**src/rtl/alu_seq.sv**
```systemverilog
// alu_seq: sequenced, handshaked front-end for the 8-bit 6502 datapath ALU.
//
// Requests arrive on a valid/ready channel and results leave on another.
// ADC/SBC run nibble-serially: LO adds the low nibble, HI adds the high
// nibble and forms the flags. Decimal correction stays local to each nibble.
// All other ops finish in the accept cycle and go straight to DONE.
//
// Optional feature macro: ALU_BCD_EN
//   defined   - decimal correction is applied whenever the captured bcd=1
//   undefined - bcd is ignored, ADC/SBC are always binary, and the
//               correction logic is not built. LO/HI still sequence.
//
// Handshake rules (both channels): a transfer happens on the rising edge
// where valid & ready are both high. req_ready is high only in IDLE.
// rsp_valid is high only in DONE. While rsp_valid is high, y and the flags
// are held registers and do not change. There is no accept in the same
// cycle as a release: req_ready rises on the release edge.
module alu_seq (
    input  logic       clk,
    input  logic       resetb,
    input  logic       req_valid,
    output logic       req_ready,
    input  logic [7:0] a,
    input  logic [7:0] b,
    input  logic [3:0] op,
    input  logic       c_in,
    input  logic       bcd,
    output logic       rsp_valid,
    input  logic       rsp_ready,
    output logic [7:0] y,
    output logic       zero,
    output logic       negative,
    output logic       overflow,
    output logic       c_out,
    output logic [1:0] state_dbg
);

    typedef enum logic [1:0] {
        ST_IDLE = 2'd0,
        ST_LO   = 2'd1,
        ST_HI   = 2'd2,
        ST_DONE = 2'd3
    } state_t;

    localparam logic [3:0] OP_ADC  = 4'h0;
    localparam logic [3:0] OP_SBC  = 4'h1;
    localparam logic [3:0] OP_OR   = 4'h2;
    localparam logic [3:0] OP_AND  = 4'h3;
    localparam logic [3:0] OP_EOR  = 4'h4;
    localparam logic [3:0] OP_LSR  = 4'h5;
    localparam logic [3:0] OP_PASS = 4'h6;
    localparam logic [3:0] OP_ASL  = 4'h7;
    localparam logic [3:0] OP_ROL  = 4'h8;
    localparam logic [3:0] OP_ROR  = 4'h9;

    state_t state, state_nxt;

    // Captured operands. b_r holds the effective operand (~b for SBC).
    logic [7:0] a_r;
    logic [7:0] b_r;
    logic       c_r;
    logic       sub_r;

    // Low-nibble result carried from LO into HI.
    logic [3:0] s_r;
    logic       c4_r;

    // Registered result and flags.
    logic [7:0] y_r;
    logic       zero_r;
    logic       neg_r;
    logic       ov_r;
    logic       cout_r;

    logic       accept;
    logic       is_arith;

`ifdef ALU_BCD_EN
    logic       bcd_r;
`else
    // bcd has no effect in a binary-only build.
    logic       unused_bcd;
    assign unused_bcd = bcd;
`endif

    assign accept   = req_valid && (state == ST_IDLE);
    assign is_arith = (op == OP_ADC) || (op == OP_SBC);

    // State register.
    always_ff @(posedge clk or negedge resetb) begin
        if (!resetb) begin
            state <= ST_IDLE;
        end else begin
            state <= state_nxt;
        end
    end

    // Next-state logic and handshake outputs.
    always_comb begin
        state_nxt = state;
        req_ready = 1'b0;
        rsp_valid = 1'b0;
        case (state)
            ST_IDLE: begin
                req_ready = 1'b1;
                if (req_valid) begin
                    state_nxt = is_arith ? ST_LO : ST_DONE;
                end
            end
            ST_LO: begin
                state_nxt = ST_HI;
            end
            ST_HI: begin
                state_nxt = ST_DONE;
            end
            ST_DONE: begin
                rsp_valid = 1'b1;
                if (rsp_ready) begin
                    state_nxt = ST_IDLE;
                end
            end
            default: begin
                state_nxt = ST_IDLE;
            end
        endcase
    end

    // Single-cycle ops, computed straight from the request inputs.
    logic [7:0] sc_y;
    logic       sc_c;

    // Logic/shift result for the non-arithmetic ops; reserved ops act as PASS.
    always_comb begin
        sc_y = a;
        sc_c = c_in;
        case (op)
            OP_OR:   sc_y = a | b;
            OP_AND:  sc_y = a & b;
            OP_EOR:  sc_y = a ^ b;
            OP_LSR: begin
                sc_y = {1'b0, a[7:1]};
                sc_c = a[0];
            end
            OP_PASS: sc_y = a;
            OP_ASL: begin
                sc_y = {a[6:0], 1'b0};
                sc_c = a[7];
            end
            OP_ROL: begin
                sc_y = {a[6:0], c_in};
                sc_c = a[7];
            end
            OP_ROR: begin
                sc_y = {c_in, a[7:1]};
                sc_c = a[0];
            end
            default: begin
                sc_y = a;
                sc_c = c_in;
            end
        endcase
    end

    // Low-nibble adder with optional decimal correction.
    logic [4:0] lo_sum;
    logic [3:0] lo_s;
    logic       lo_c4;

    // Low nibble: binary sum, then decimal adjust when enabled.
    always_comb begin
        lo_sum = {1'b0, a_r[3:0]} + {1'b0, b_r[3:0]} + {4'b0000, c_r};
        lo_s   = lo_sum[3:0];
        lo_c4  = lo_sum[4];
`ifdef ALU_BCD_EN
        if (bcd_r) begin
            if (!sub_r) begin
                if (lo_sum > 5'd9) begin
                    lo_s  = lo_sum[3:0] + 4'd6;
                    lo_c4 = 1'b1;
                end
            end else if (!lo_sum[4]) begin
                lo_s = lo_sum[3:0] - 4'd6;
            end
        end
`endif
    end

    // High-nibble adder; overflow uses the uncorrected high nibble.
    logic [4:0] hi_sum;
    logic [3:0] hi_h;
    logic       hi_c;
    logic       hi_ov;
    logic [7:0] hi_y;

    // High nibble: binary sum, flags, then decimal adjust when enabled.
    always_comb begin
        hi_sum = {1'b0, a_r[7:4]} + {1'b0, b_r[7:4]} + {4'b0000, c4_r};
        hi_h   = hi_sum[3:0];
        hi_c   = hi_sum[4];
        hi_ov  = (a_r[7] ^ hi_sum[3]) & (b_r[7] ^ hi_sum[3]);
`ifdef ALU_BCD_EN
        if (bcd_r) begin
            if (!sub_r) begin
                if (hi_sum > 5'd9) begin
                    hi_h = hi_sum[3:0] + 4'd6;
                    hi_c = 1'b1;
                end
            end else if (!hi_sum[4]) begin
                hi_h = hi_sum[3:0] - 4'd6;
            end
        end
`endif
        hi_y = {hi_h, s_r};
    end

    // Operand capture, nibble pipeline and registered result/flags.
    always_ff @(posedge clk or negedge resetb) begin
        if (!resetb) begin
            a_r    <= 8'h00;
            b_r    <= 8'h00;
            c_r    <= 1'b0;
            sub_r  <= 1'b0;
            s_r    <= 4'h0;
            c4_r   <= 1'b0;
            y_r    <= 8'h00;
            zero_r <= 1'b0;
            neg_r  <= 1'b0;
            ov_r   <= 1'b0;
            cout_r <= 1'b0;
`ifdef ALU_BCD_EN
            bcd_r  <= 1'b0;
`endif
        end else begin
            if (accept) begin
                a_r   <= a;
                b_r   <= (op == OP_SBC) ? ~b : b;
                c_r   <= c_in;
                sub_r <= (op == OP_SBC);
`ifdef ALU_BCD_EN
                bcd_r <= bcd;
`endif
                if (!is_arith) begin
                    y_r    <= sc_y;
                    zero_r <= (sc_y == 8'h00);
                    neg_r  <= sc_y[7];
                    ov_r   <= 1'b0;
                    cout_r <= sc_c;
                end
            end
            if (state == ST_LO) begin
                s_r  <= lo_s;
                c4_r <= lo_c4;
            end
            if (state == ST_HI) begin
                y_r    <= hi_y;
                zero_r <= (hi_y == 8'h00);
                neg_r  <= hi_y[7];
                ov_r   <= hi_ov;
                cout_r <= hi_c;
            end
        end
    end

    assign y         = y_r;
    assign zero      = zero_r;
    assign negative  = neg_r;
    assign overflow  = ov_r;
    assign c_out     = cout_r;
    assign state_dbg = state;

endmodule
```
**config.mk**
```make
export PLATFORM = sky130hd
export DESIGN_NAME = alu_seq
export DESIGN_NICKNAME = d
export VERILOG_FILES = /design/src/rtl/alu_seq.sv
export SDC_FILE = /design/constraint.sdc
export NUM_CORES = 1
export LEC_CHECK = 0
export CAP_MARGIN = 5
export CORE_MARGIN = 3
export CORE_UTILIZATION = 45
export DETAILED_ROUTE_END_ITERATION = 8
export GPL_ROUTABILITY_DRIVEN = 0
export GPL_TIMING_DRIVEN = 0
export PLACE_DENSITY = 0.69
export SKIP_CTS_REPAIR_TIMING = 1
export SLEW_MARGIN = 20
export SYNTH_ARGS = -nofsm -noshare
export SYNTH_HDL_FRONTEND = slang
export SYNTH_SLANG_ARGS = --single-unit
```
**constraint.sdc**
```tcl
create_clock -name clk -period 2.3 [get_ports clk]
set_input_delay 0.46 -clock clk [delete_from_list [all_inputs] [get_ports clk]]
set_output_delay 0.46 -clock clk [all_outputs]
set_load 0.01 [all_outputs]
```
Yosys cells after proc, flatten, opt, wreduce, memory -nomap -nowiden
Cells that the tools add are included.
{"block": "totals", "register_bits": 36, "inputBits": 26, "word_cells": 71}
{"block": "op_classes", "reduce_logical": 11, "muxes": 24, "bitwise": 7, "n_eq_ne": 14, "n_addsub": 4}
{"cell": "$pmux W8 S7", "n": 1}
{"cell": "$mux W8", "n": 4}
{"cell": "$logic_not A8 Y1", "n": 2}
{"cell": "$mux W1", "n": 14}
{"cell": "$eq A4 B3 Y1 const B", "n": 3}
{"cell": "$add A4 B4 Y5", "n": 2}
{"cell": "$add A5 B1 Y5", "n": 2}
{"cell": "$and A8 B8 Y8", "n": 1}
{"cell": "$eq A4 B2 Y1 const B", "n": 2}
{"cell": "$eq A4 B4 Y1 const B", "n": 2}
{"cell": "$not A8 Y8", "n": 1}
{"cell": "$or A8 B8 Y8", "n": 1}
{"cell": "$pmux W2 S4", "n": 1}
{"cell": "$xor A8 B8 Y8", "n": 1}
{"cell": "$mux W2", "n": 3}
{"cell": "$eq A2 B2 Y1 const B", "n": 2}
{"cell": "$eq A4 B1 Y1 const B", "n": 1}
{"cell": "$logic_not A4 Y1", "n": 1}
{"cell": "$ne A2 B2 Y1 const B", "n": 2}
{"cell": "$reduce_and A2 Y1", "n": 2}
{"cell": "$reduce_or A2 Y1", "n": 2}
{"cell": "$eq A2 B1 Y1 const B", "n": 1}
{"cell": "$logic_not A2 Y1", "n": 1}
{"cell": "$ne A2 B1 Y1 const B", "n": 1}
{"cell": "6 further kinds", "n": 7}

Logic depth before layout (Yosys ltp)
Gate-level depths: netlist of the first run.
{"block": "depth", "ltp_word": 6, "mapped_depth": 9, "depth_no_buf": 9}

Least setup slack after synthesis of the first run
OpenSTA, ideal clock, no wires.
{"block": "synth_timing", "kind": "input to register", "startpoint": "in op[1]", "endpoint": "reg zero_r, in the netlist zero", "n_path_buf": 1, "stages": 8, "arrival_time_ns": 1.905, "required_ns": 2.235, "setup_slack_ns": 0.330, "setup_time_ns": 0.065, "cell_sequence": "buf_2 > or3b_2 > o31ai_1 > a21oi_1 > o22ai_1 > nand4_1 > nor4b_2 > o32a_2"}
{"block": "synth_via", "elab_chain_cells": 6, "elab_cells_between_ends": 17}
{"item": "from (decl)", "line_no": "25", "source": "input logic [3:0] op,"}
{"item": "$eq A4 B4 Y1, or another cell as far along", "line_no": "136", "source": "case (op)"}
{"item": "$pmux W8 S7", "line_no": "136"}
{"item": "$logic_not A8 Y1", "line_no": "244", "source": "zero_r <= (sc_y == 8'h00);"}
{"item": "$mux W1", "line_no": "242", "source": "if (!is_arith) begin"}
{"item": "$mux W1", "line_no": "234", "source": "if (accept) begin"}
{"item": "$mux W1", "line_no": "254", "source": "if (state == ST_HI) begin"}
{"item": "to (signal assigned)", "line_no": "244"}
{"item": "to (signal assigned)", "line_no": "256", "source": "zero_r <= (hi_y == 8'h00);"}
{"item": "to (decl)", "line_no": "70", "source": "logic zero_r;"}
Several ways; a longest one is shown, not always the timed one. The select of a mux whose other input is x is not followed.
A chain may end at the register's enable or synchronous reset.

Worst setup path in the final report of the first run
{"block": "layout_timing", "startpoint": "in b[5]", "endpoint": "reg zero_r, in the netlist zero"}
{"block": "layout_via", "elab_chain_cells": 6, "elab_cells_between_ends": 8}
{"item": "from (decl)", "line_no": "24", "source": "input logic [7:0] b,"}
{"item": "$xor A8 B8 Y8, or another cell as far along", "line_no": "139", "source": "OP_EOR: sc_y = a ^ b;"}
{"item": "$pmux W8 S7 *", "line_no": "136"}
{"item": "$logic_not A8 Y1 *", "line_no": "244"}
{"item": "$mux W1 *", "line_no": "242"}
{"item": "$mux W1 *", "line_no": "234"}
{"item": "$mux W1 *", "line_no": "254"}
Every way passes the cells marked *; elsewhere a longest branch is shown, timed or not. The select of a mux whose other input is x is not followed.

==> results of run 1 <==
-- synth_stat cells, drive strengths merged --
cell type,count,area [um2]
a21oi,22,110.1
a2bb2oi,2,17.52
nor2,17,73.82
o221ai,1,8.760
o31ai,1,7.510
buf,8,55.05
clkbuf,10,37.54
fa,4,80.08
mux2i,8,80.08
o32ai,1,8.760
nor3,4,20.02
o22a,3,26.28
a21o,4,30.03
a21boi,1,7.510
a32oi,3,26.28
a22oi,5,37.54
xnor2,12,105.1
o211ai,1,7.510
a221oi,1,8.760
nor3b,3,22.52
mux2,4,45.04
nand4,1,6.260
a211oi,2,15.01
nor4b,2,23.77
nand3,2,10.01
o32a,3,31.28
o2111a,1,11.26
o22ai,6,37.54
or3b,1,8.760
dfrtp,35,875.8
a31oi,2,12.51
o21ai,37,185.2
nand2,35,131.4
inv,28,105.1
or2,4,27.53
ha,26,325.3
nand2b,5,33.78
and3b,2,17.52
a221o,1,10.01
nor2b,8,50.05
-- final timing paths --
check / slack, ps / depth (start not counted) / to
worst max-delay path: 50 / 9 / zero$_DFFE_PN0P_
worst min-delay path: 110 / 1 / y[5]$_DFFE_PN0P_
worst max register to register: 270 / 6 / zero$_DFFE_PN0P_
worst min register to register: 480 / 2 / b_r[0]$_DFFE_PN0P_
max in group asynchronous: 1750 / 2 / c_r$_DFFE_PN0P_
min in group clk: 480 / 2 / b_r[0]$_DFFE_PN0P_
-- power breakdown --
group | total, uW | leakage [uW] | internal, uW | switching, uW
Clock | 488 | 0.0000505 | 272 | 216
Combinational | 1880 | 0.00109 | 937 | 940
Sequential | 1150 | 0.000429 | 923 | 227
-- layout make-up --
class                      count  area (um2)
multi-input combinational    235        1700
sequential                    35       875.8
clock inverter                 1       7.507
buffer                        18       101.3
timing repair buffer          39       420.4
clock buffer                   7       96.34
inverter                      28       105.1
fill                         535        2278
tap                           72       90.09
-- critical path, cell delays in order --
cell and delay (ps):
clkdlybuf4s50_1 560, inv_1 70, ha_1 280, a22oi_1 160, o32ai_1 130, o22ai_2 220
nand4_1 140, nor4b_2 290, o32a_2 170
-- cell families (layout without fill, tap and decap cells) --
group	count (synthesis)	count (layout)
and+or+nand+nor	84	84
AOI/OAI and AO/OA	97	97
xor gates and xnor gates	12	12
DFF	35	35
buffers and inverters	46	93
muxes	12	12
adders and majority gates	30	30
-- per-stage QoR --
stage / hold WS, ps / setup slack, ps / power, uW / utilization, % / cell area (um2)
floorplan: 164.4 / 330.2 / 2355 / - / 2734
global placement: 464.8 / -482.6 / 2975 / 56.28 / 3194
detailed placement: 424.3 / -497.3 / 3041 / 56.68 / 3217
CTS: 115.9 / -196.9 / 3534 / 58.51 / 3321
global route: 123.9 / 7.437 / 3862 / 59.85 / 3397
finish: 113.6 / 49.49 / 3515 / 59.85 / 3397
-- registers in the layout, indices dropped and copies added (netlist names) --
name,cells
c_out,1
y,8
s_r,4
state_dbg,2
a_r,8
c_r,1
overflow,1
c4_r,1
zero,1
b_r,8
-- layer usage --
metal	wire [um]	global-route usage [%]	vias up
met4	87	7.018	0
met1	3045	26.02	1117
li1	-	-	1194
met2	3269	33.04	94
met5	0	0	-
met3	355	2.764	10
==> flow_summary.toml, run 1 <==
[clock_tree]
cts_root_buffer = "clkbuf_8"
clkSinkCount = 35
clk_pin_slew_ps = 70
cts_max_level = 2
clockBufferDepth = 2
cts_tree = "yes"
clock_latency_ps = 280
numCtsBuffers = 5

[layout]
final_cell_mix = "o21ai_0, nand2_1, dfrtp_1"
final_cells = 435
nets = 418
final_common_cell = "o21ai_0"
diodes = 0
final_layout_size_suffix_gt1_share_pct = 11.29
area_delta_synth_final_pct = 24.26

[sta]
clock_skew_ps = 6.400
fin_tns_setup_ps = 0
fin_crit_sh_pct = 97.85
max_freq_ghz = 0.4443
rsz0062_at_grt = "no"
fin_crit_ps = 2251
tightest_slew_ps = 590.2
drv_slew = 0
relSlewSlack_pct = 60.61
setup_violations = 0
hold_viol = 0

[place]
dp_cells = 426
dp_hpwl_um = 5421
portBuffers = 37

[logic_synthesis]
synth-warning-count = 0
synth-simple-area-share_pct = 15.56
synth_top_family_by_area = "compound AO/OA/AOI/OAI gates"
ys_types = 48
synth_mux_area_share_pct = 4.577
synthAdderAreaFrac_pct = 14.83
synth-compound-area-share_pct = 21.92
synth_xor_area_share_pct = 3.844
syn_nets = 372
ys_ff_latch = 35
synth_cells = 316
synth_area_um2 = 2734
seq_area_frac_synth_pct = 32.04
syn_avg_cell_area_um2 = 8.651

[die]
ios = 42
core_um2 = 5675
initial_core_util_pct = 48.17
die_h_um = 83.95
num_rows = 27
die_w_um = 83.95
dieArea_um2 = 7047

[global_route]
antenna_found_initial = 0
grt_pass1_wl_um = 11210
gr-total-overflow = 0
grt_pass1_vias = 2330
grt_max_degree = 19
grt_use_total_pct = 19.75

[power]
p_leak_uw = 0.001569
irDropWorstVdd_uv = 595.2
pwr_density_cell_nw_per_um2 = 1035

[setup_path]
cp-end-kind = "register"
worstReg2RegStart = "a_r[4]$_DFFE_PN0P_"
crit_type = "in -> reg"
startpoint_type = "primary input"
cp_data_arrival_time_ps = 2470
crit_fanout = 3
cp_data_required_time_ps = 2520
cp-startpoint = "b[5]"

[drt]
via_per_inst = 5.552
drt_iter0_drc = 104
drc = 0
first_pass_iters = 5
drtAntennaViolNets = 0
drt-total-wl_um = 6758
avgRoutedWirePerCell_um = 15.54
vias = 2415

[outcome]
status = "finished, final reports clean"

[min_path]
hold_path.class = "in -> async"

[run]
cap_viol_max_count = 0
Power figures use the tool's default switching activity.
==> run 2: changes to the inputs <==
--- a/config.mk
+++ b/config.mk
@@ -6,12 +6,14 @@
 export NUM_CORES = 1
 export LEC_CHECK = 0
 export CAP_MARGIN = 5
+export CELL_PAD_IN_SITES_DETAIL_PLACEMENT = 1
+export CELL_PAD_IN_SITES_GLOBAL_PLACEMENT = 1
 export CORE_MARGIN = 3
-export CORE_UTILIZATION = 45
+export CORE_UTILIZATION = 41
 export DETAILED_ROUTE_END_ITERATION = 8
 export GPL_ROUTABILITY_DRIVEN = 0
 export GPL_TIMING_DRIVEN = 0
-export PLACE_DENSITY = 0.69
+export PLACE_DENSITY_LB_ADDON = 0.1
 export SKIP_CTS_REPAIR_TIMING = 1
 export SLEW_MARGIN = 20
 export SYNTH_ARGS = -nofsm -noshare
==> run 2 against run 1 <==
Die area increased by 9.0%. Non-clock buffer count up 1. Sequential power about the same. Hold slack barely moved. Flip-flop and latch count is the same. Utilization down 6.5 points. Clock skew rose by 1.7 ps. Clock power up 2%. Worst setup slack improved by 55 ps. Fmax grew 2.5%. First-iteration DRC count increased by 11%. Combinational power increased by 4%.
==> flow_summary.toml, run 2 (synthesis gave the netlist of run 1 again) <==
[layout]
final_util_pct = 53.36
final_cell_mix = "o21ai_0, nand2_1, dfrtp_1"
nets = 419
stdcell_area_um2 = 3427
area_delta_synth_final_pct = 25.35
final_layout_size_suffix_gt1_share_pct = 11.81
n_fill_cell = 759
final_cells = 441
diodes = 0
final_common_cell = "o21ai_0"

[drt]
avgRoutedWirePerCell_um = 17.74
drc = 0
first_pass_iters = 4
drtAntennaViolNets = 0
drt-total-wl_um = 7825
vias = 2448
via_per_inst = 5.551
drt_iter0_drc = 115

[setup_path]
critPathBufInv = 2
path_cells = "clkdlybuf4s50_1 -> inv_1 -> ha_1 -> a22oi_1 -> or2_2 -> o2111a_1 -> nand4_1 -> nor4b_2 -> o32a_2"
cp_data_arrival_time_ps = 2430
crit_type = "in -> reg"
cp_top_family = "buffers and inverters"
crit_fanout = 3
cp_data_required_time_ps = 2530
cp-end-kind = "register"
critPathMaxStageDelay_ps = 550
startpoint_type = "primary input"
cp_slowest_cell = "clkdlybuf4s50_1"

[sta]
max_freq_ghz = 0.4554
setup_violations = 0
tightest_slew_ps = 621.1
fin_crit_ps = 2196
holdWs_ps = 113.6
hold_viol = 0
fin_crit_sh_pct = 95.47
clock_skew_ps = 8.133
rsz0062_at_grt = "no"
drv_slew = 0
relSlewSlack_pct = 58.55

[die]
core_um2 = 6422
initial_core_util_pct = 42.57
num_rows = 29
die_h_um = 87.66
dieArea_um2 = 7683
die_w_um = 87.66
ios = 42

[place]
place_area_um2 = 3223
portBuffers = 37
dp_cells = 431
dp_hpwl_um = 6270

[clock_tree]
numCtsBuffers = 5
cts_max_level = 2
cts_tree = "yes"
clkSinkCount = 35
clock_latency_ps = 290
clockBufferDepth = 2
cts_root_buffer = "clkbuf_8"
clk_pin_slew_ps = 70

[global_route]
grt_pass1_wl_um = 12470
grt_max_degree = 19
gr-total-overflow = 0
grt_use_total_pct = 20.79
grt_pass1_vias = 2500
antenna_found_initial = 0

[min_path]
hold_path.class = "in -> async"

[outcome]
status = "finished, final reports clean"

[power]
pwr_density_cell_nw_per_um2 = 1052
p_leak_uw = 0.001608
irDropWorstVdd_uv = 336.1

[run]
cap_viol_max_count = 0
-- run 2: cell types whose count changed in the layout (fill, tap and decap cells not counted), sizes merged --
cell / before / now
buf: 11 / 12
clkdlybuf4s50: 28 / 25
dlymetal6s2s: 8 / 11
-- run 2: power by group --
group | internal [uW] | leakage (uW) | switching [uW]
Combinational | 952 | 0.00113 | 994
Sequential | 922 | 0.000429 | 238
Clock | 272 | 0.0000505 | 226
Total | 2150 | 0.00161 | 1460
-- run 2: cell type report --
cell class              instances  area, um2  area share, %
multi-input cells             235       1709          49.87
flip-flops and latches         35      875.8          25.56
repair buffers                 40      435.4          12.71
inverters                      28      105.1          3.067
plain buffers                  18      101.3          2.957
clock buffers                   7      96.34          2.811
well taps                      77      96.34          2.811
clock inverters                 1      7.507         0.2191
-- run 2: per-stage QoR --
step / power, uW / setup TNS (ps) / setup slack, ps
final: 3604 / 0 / 104.3
after global routing: 3911 / 0 / 9.914
after CTS: 3615 / -625.6 / -307.2
after detailed placement: 3111 / -3085 / -609.8
after global placement: 3008 / -2569 / -538.1
after floorplan: 2355 / 0 / 330.2
-- run 2: routing by layer --
metal  part of all wire (%)  up-vias  track usage [%]
li1                       -     1186                -
met3                    2.7        6            3.481
met2                     51       54            36.44
met5                      0        -                0
met1                     46     1202            26.53
met4                   0.81        0            5.300
-- run 2: worst paths after layout --
kind                                          start                    to  slack (ps)  cells past startpoint
max                                            b[0]      zero$_DFFE_PN0P_         100                      9
min                                          resetb  overflow$_DFFE_PN0P_         110                      1
max reg2reg                state_dbg[1]$_DFFE_PN0P_     c_out$_DFFE_PN0P_         230                      8
min reg2reg                      b_r[0]$_DFFE_PN0P_    b_r[0]$_DFFE_PN0P_         480                      2
max in group asynchronous                    resetb       c_r$_DFFE_PN0P_        1730                      2
min in group clk                 b_r[0]$_DFFE_PN0P_    b_r[0]$_DFFE_PN0P_         480                      2
==> run 3: changes to the inputs <==
--- a/config.mk
+++ b/config.mk
@@ -9,10 +9,11 @@
 export CELL_PAD_IN_SITES_DETAIL_PLACEMENT = 1
 export CELL_PAD_IN_SITES_GLOBAL_PLACEMENT = 1
 export CORE_MARGIN = 3
-export CORE_UTILIZATION = 41
+export CORE_UTILIZATION = 44
 export DETAILED_ROUTE_END_ITERATION = 8
 export GPL_ROUTABILITY_DRIVEN = 0
 export GPL_TIMING_DRIVEN = 0
+export HOLD_SLACK_MARGIN = 0.06
 export PLACE_DENSITY_LB_ADDON = 0.1
 export SKIP_CTS_REPAIR_TIMING = 1
 export SLEW_MARGIN = 20
==> constraint.sdc (replaced) <==
create_clock -name clk -period 2.58 [get_ports clk]
set_input_delay 0.516 -clock clk [delete_from_list [all_inputs] [get_ports clk]]
set_output_delay 0.516 -clock clk [all_outputs]
set_load 0.01 [all_outputs]
==> run 3 against run 2 <==
Hold slack better by 62 ps. Global-route usage is 2.2 points higher. Count of clock-buffer cells in the layout is 1 lower. Flip-flop and latch count stayed put. Sequential power is 11% lower. Cell count is 0.23% lower. Power is 8.1% lower. Combinational power is 9% lower. Critical endpoint unchanged. Largest power group unchanged.
==> flow_summary.toml, run 3 (synthesis gave the netlist of run 1 again) <==
[outcome]
status = "finished, final reports clean"

[power]
pwr_density_cell_nw_per_um2 = 971.9
p_total_uw = 3311
p_leak_uw = 0.001533
irDropWorstVdd_uv = 528.9

[setup_path]
worst-path-stages = 9
reg2reg_setup_slack_ps = 330
cp_data_arrival_time_ps = 2740
crit_path_end = "zero$_DFFE_PN0P_"
path_cells = "clkdlybuf4s50_1 -> buf_4 -> or3b_2 -> o31ai_2 -> a21oi_1 -> o22ai_2 -> nand4_1 -> nor4b_2 -> o32a_2"
crit_type = "in -> reg"
cp_top_family = "simple AND/OR/NAND/NOR gates"
cp-startpoint = "op[2]"
r2r_end = "y[4]$_DFFE_PN0P_"
crit_fanout = 10
critPathMaxStageDelay_ps = 480
cp_slowest_cell = "or3b_2"
reg2reg_depth = 6
cp-end-kind = "register"
cp_data_required_time_ps = 2810
critPathBufInv = 2
startpoint_type = "primary input"
worstReg2RegStart = "state_dbg[1]$_DFFE_PN0P_"

[layout]
area_delta_synth_final_pct = 24.62
final_layout_size_suffix_gt1_share_pct = 11.51
final_cells = 440
final_common_cell = "o21ai_0"
final_cell_mix = "o21ai_0, nand2_1, dfrtp_1"
diodes = 0
n_fill_cell = 717
nets = 420

[global_route]
grt_pass1_vias = 2640
grtUsageMet2_pct = 41.71
use_met3_pct = 3.495
grt_max_degree = 19
gr-total-overflow = 0
grt_pass1_wl_um = 13120
gr-usage-met1_pct = 27.48
antenna_found_initial = 0
top_usage_layer = "met2"
grt_use_total_pct = 22.97

[sta]
setup_slack_ps = 71.91
hold_viol = 0
holdWs_ps = 175.3
fin_tns_setup_ps = 0
relSlewSlack_pct = 48.59
clock_skew_ps = 8.756
tightest_slew_ps = 768.3
fin_crit_sh_pct = 97.21
setup_violations = 0
max_freq_ghz = 0.3987
rsz0062_at_grt = "no"
drv_slew = 0
fin_crit_ps = 2508

[drt]
first_pass_iters = 4
via_per_inst = 5.591
drtAntennaViolNets = 0
drt_iter0_drc = 137
drt-total-wl_um = 8015
avgRoutedWirePerCell_um = 18.22
drc = 0
vias = 2460

[die]
num_rows = 28
die_h_um = 84.83
initial_core_util_pct = 45.90
dieArea_um2 = 7195
ios = 42
die_w_um = 84.83
core_um2 = 5956

[place]
dp_cells = 429
place_ws_ps = -367.5
portBuffers = 37
dp_hpwl_um = 6364

[clock_tree]
clockBufferDepth = 2
cts_max_level = 2
clkSinkCount = 35
cts_tree = "yes"
cts_root_buffer = "clkbuf_8"
numCtsBuffers = 5
clk_pin_slew_ps = 70
clock_latency_ps = 290

[min_path]
hold_path.class = "in -> async"

[run]
cap_viol_max_count = 0
[run 3: per-layer routing]
metal | share of wire, % | up-vias
li1 | - | 1195
met1 | 42 | 1181
met2 | 52 | 69
met3 | 4.4 | 15
met4 | 2.3 | 0
met5 | 0 | -
[run 3: where the power goes]
part / leakage, uW / switching [uW] / internal (uW) / total [uW]
logic: 0.00104 / 916 / 849 / 1770
clock network: 0.0000612 / 202 / 313 / 515
registers: 0.000429 / 209 / 822 / 1030
[run 3: how the worst min path moves through the flow]
stage,slack (ps),to
after global routing,190,c_out$_DFFE_PN0P_
after CTS,180,c_out$_DFFE_PN0P_
after global placement,460,a_r[0]$_DFFE_PN0P_
final,180,c_out$_DFFE_PN0P_
after floorplan,220,a_r[0]$_DFFE_PN0P_
after detailed placement,480,a_r[2]$_DFFE_PN0P_
[run 3: layout make-up]
class / count / area (um2) / share of cell area (%)
Multi-Input combinational cell: 235 / 1697 / 49.80
Sequential cell: 35 / 875.8 / 25.71
Timing Repair Buffer: 41 / 420.4 / 12.34
Inverter: 28 / 105.1 / 3.085
Buffer: 18 / 97.59 / 2.864
Tap cell: 75 / 93.84 / 2.754
Clock buffer: 6 / 82.58 / 2.424
Clock inverter: 2 / 35.03 / 1.028
[run 3: through the flow]
| step | cell area [um2] | utilization, % |
|---|---|---|
| 2_1_floorplan | 2734 | - |
| 3_3_place_gp | 3198 | 53.70 |
| 3_5_place_dp | 3221 | 54.08 |
| 4_1_cts | 3338 | 56.05 |
| 5_1_grt | 3407 | 57.21 |
| 6_report | 3407 | 57.21 |
[run 3: worst register-to-register path, stage by stage (launching register included)]
cell,delay (ps)
dfrtp_1,420
inv_1,130
ha_1,260
nand2_1,250
nor2_1,660
a21oi_1,130
mux2_2,290
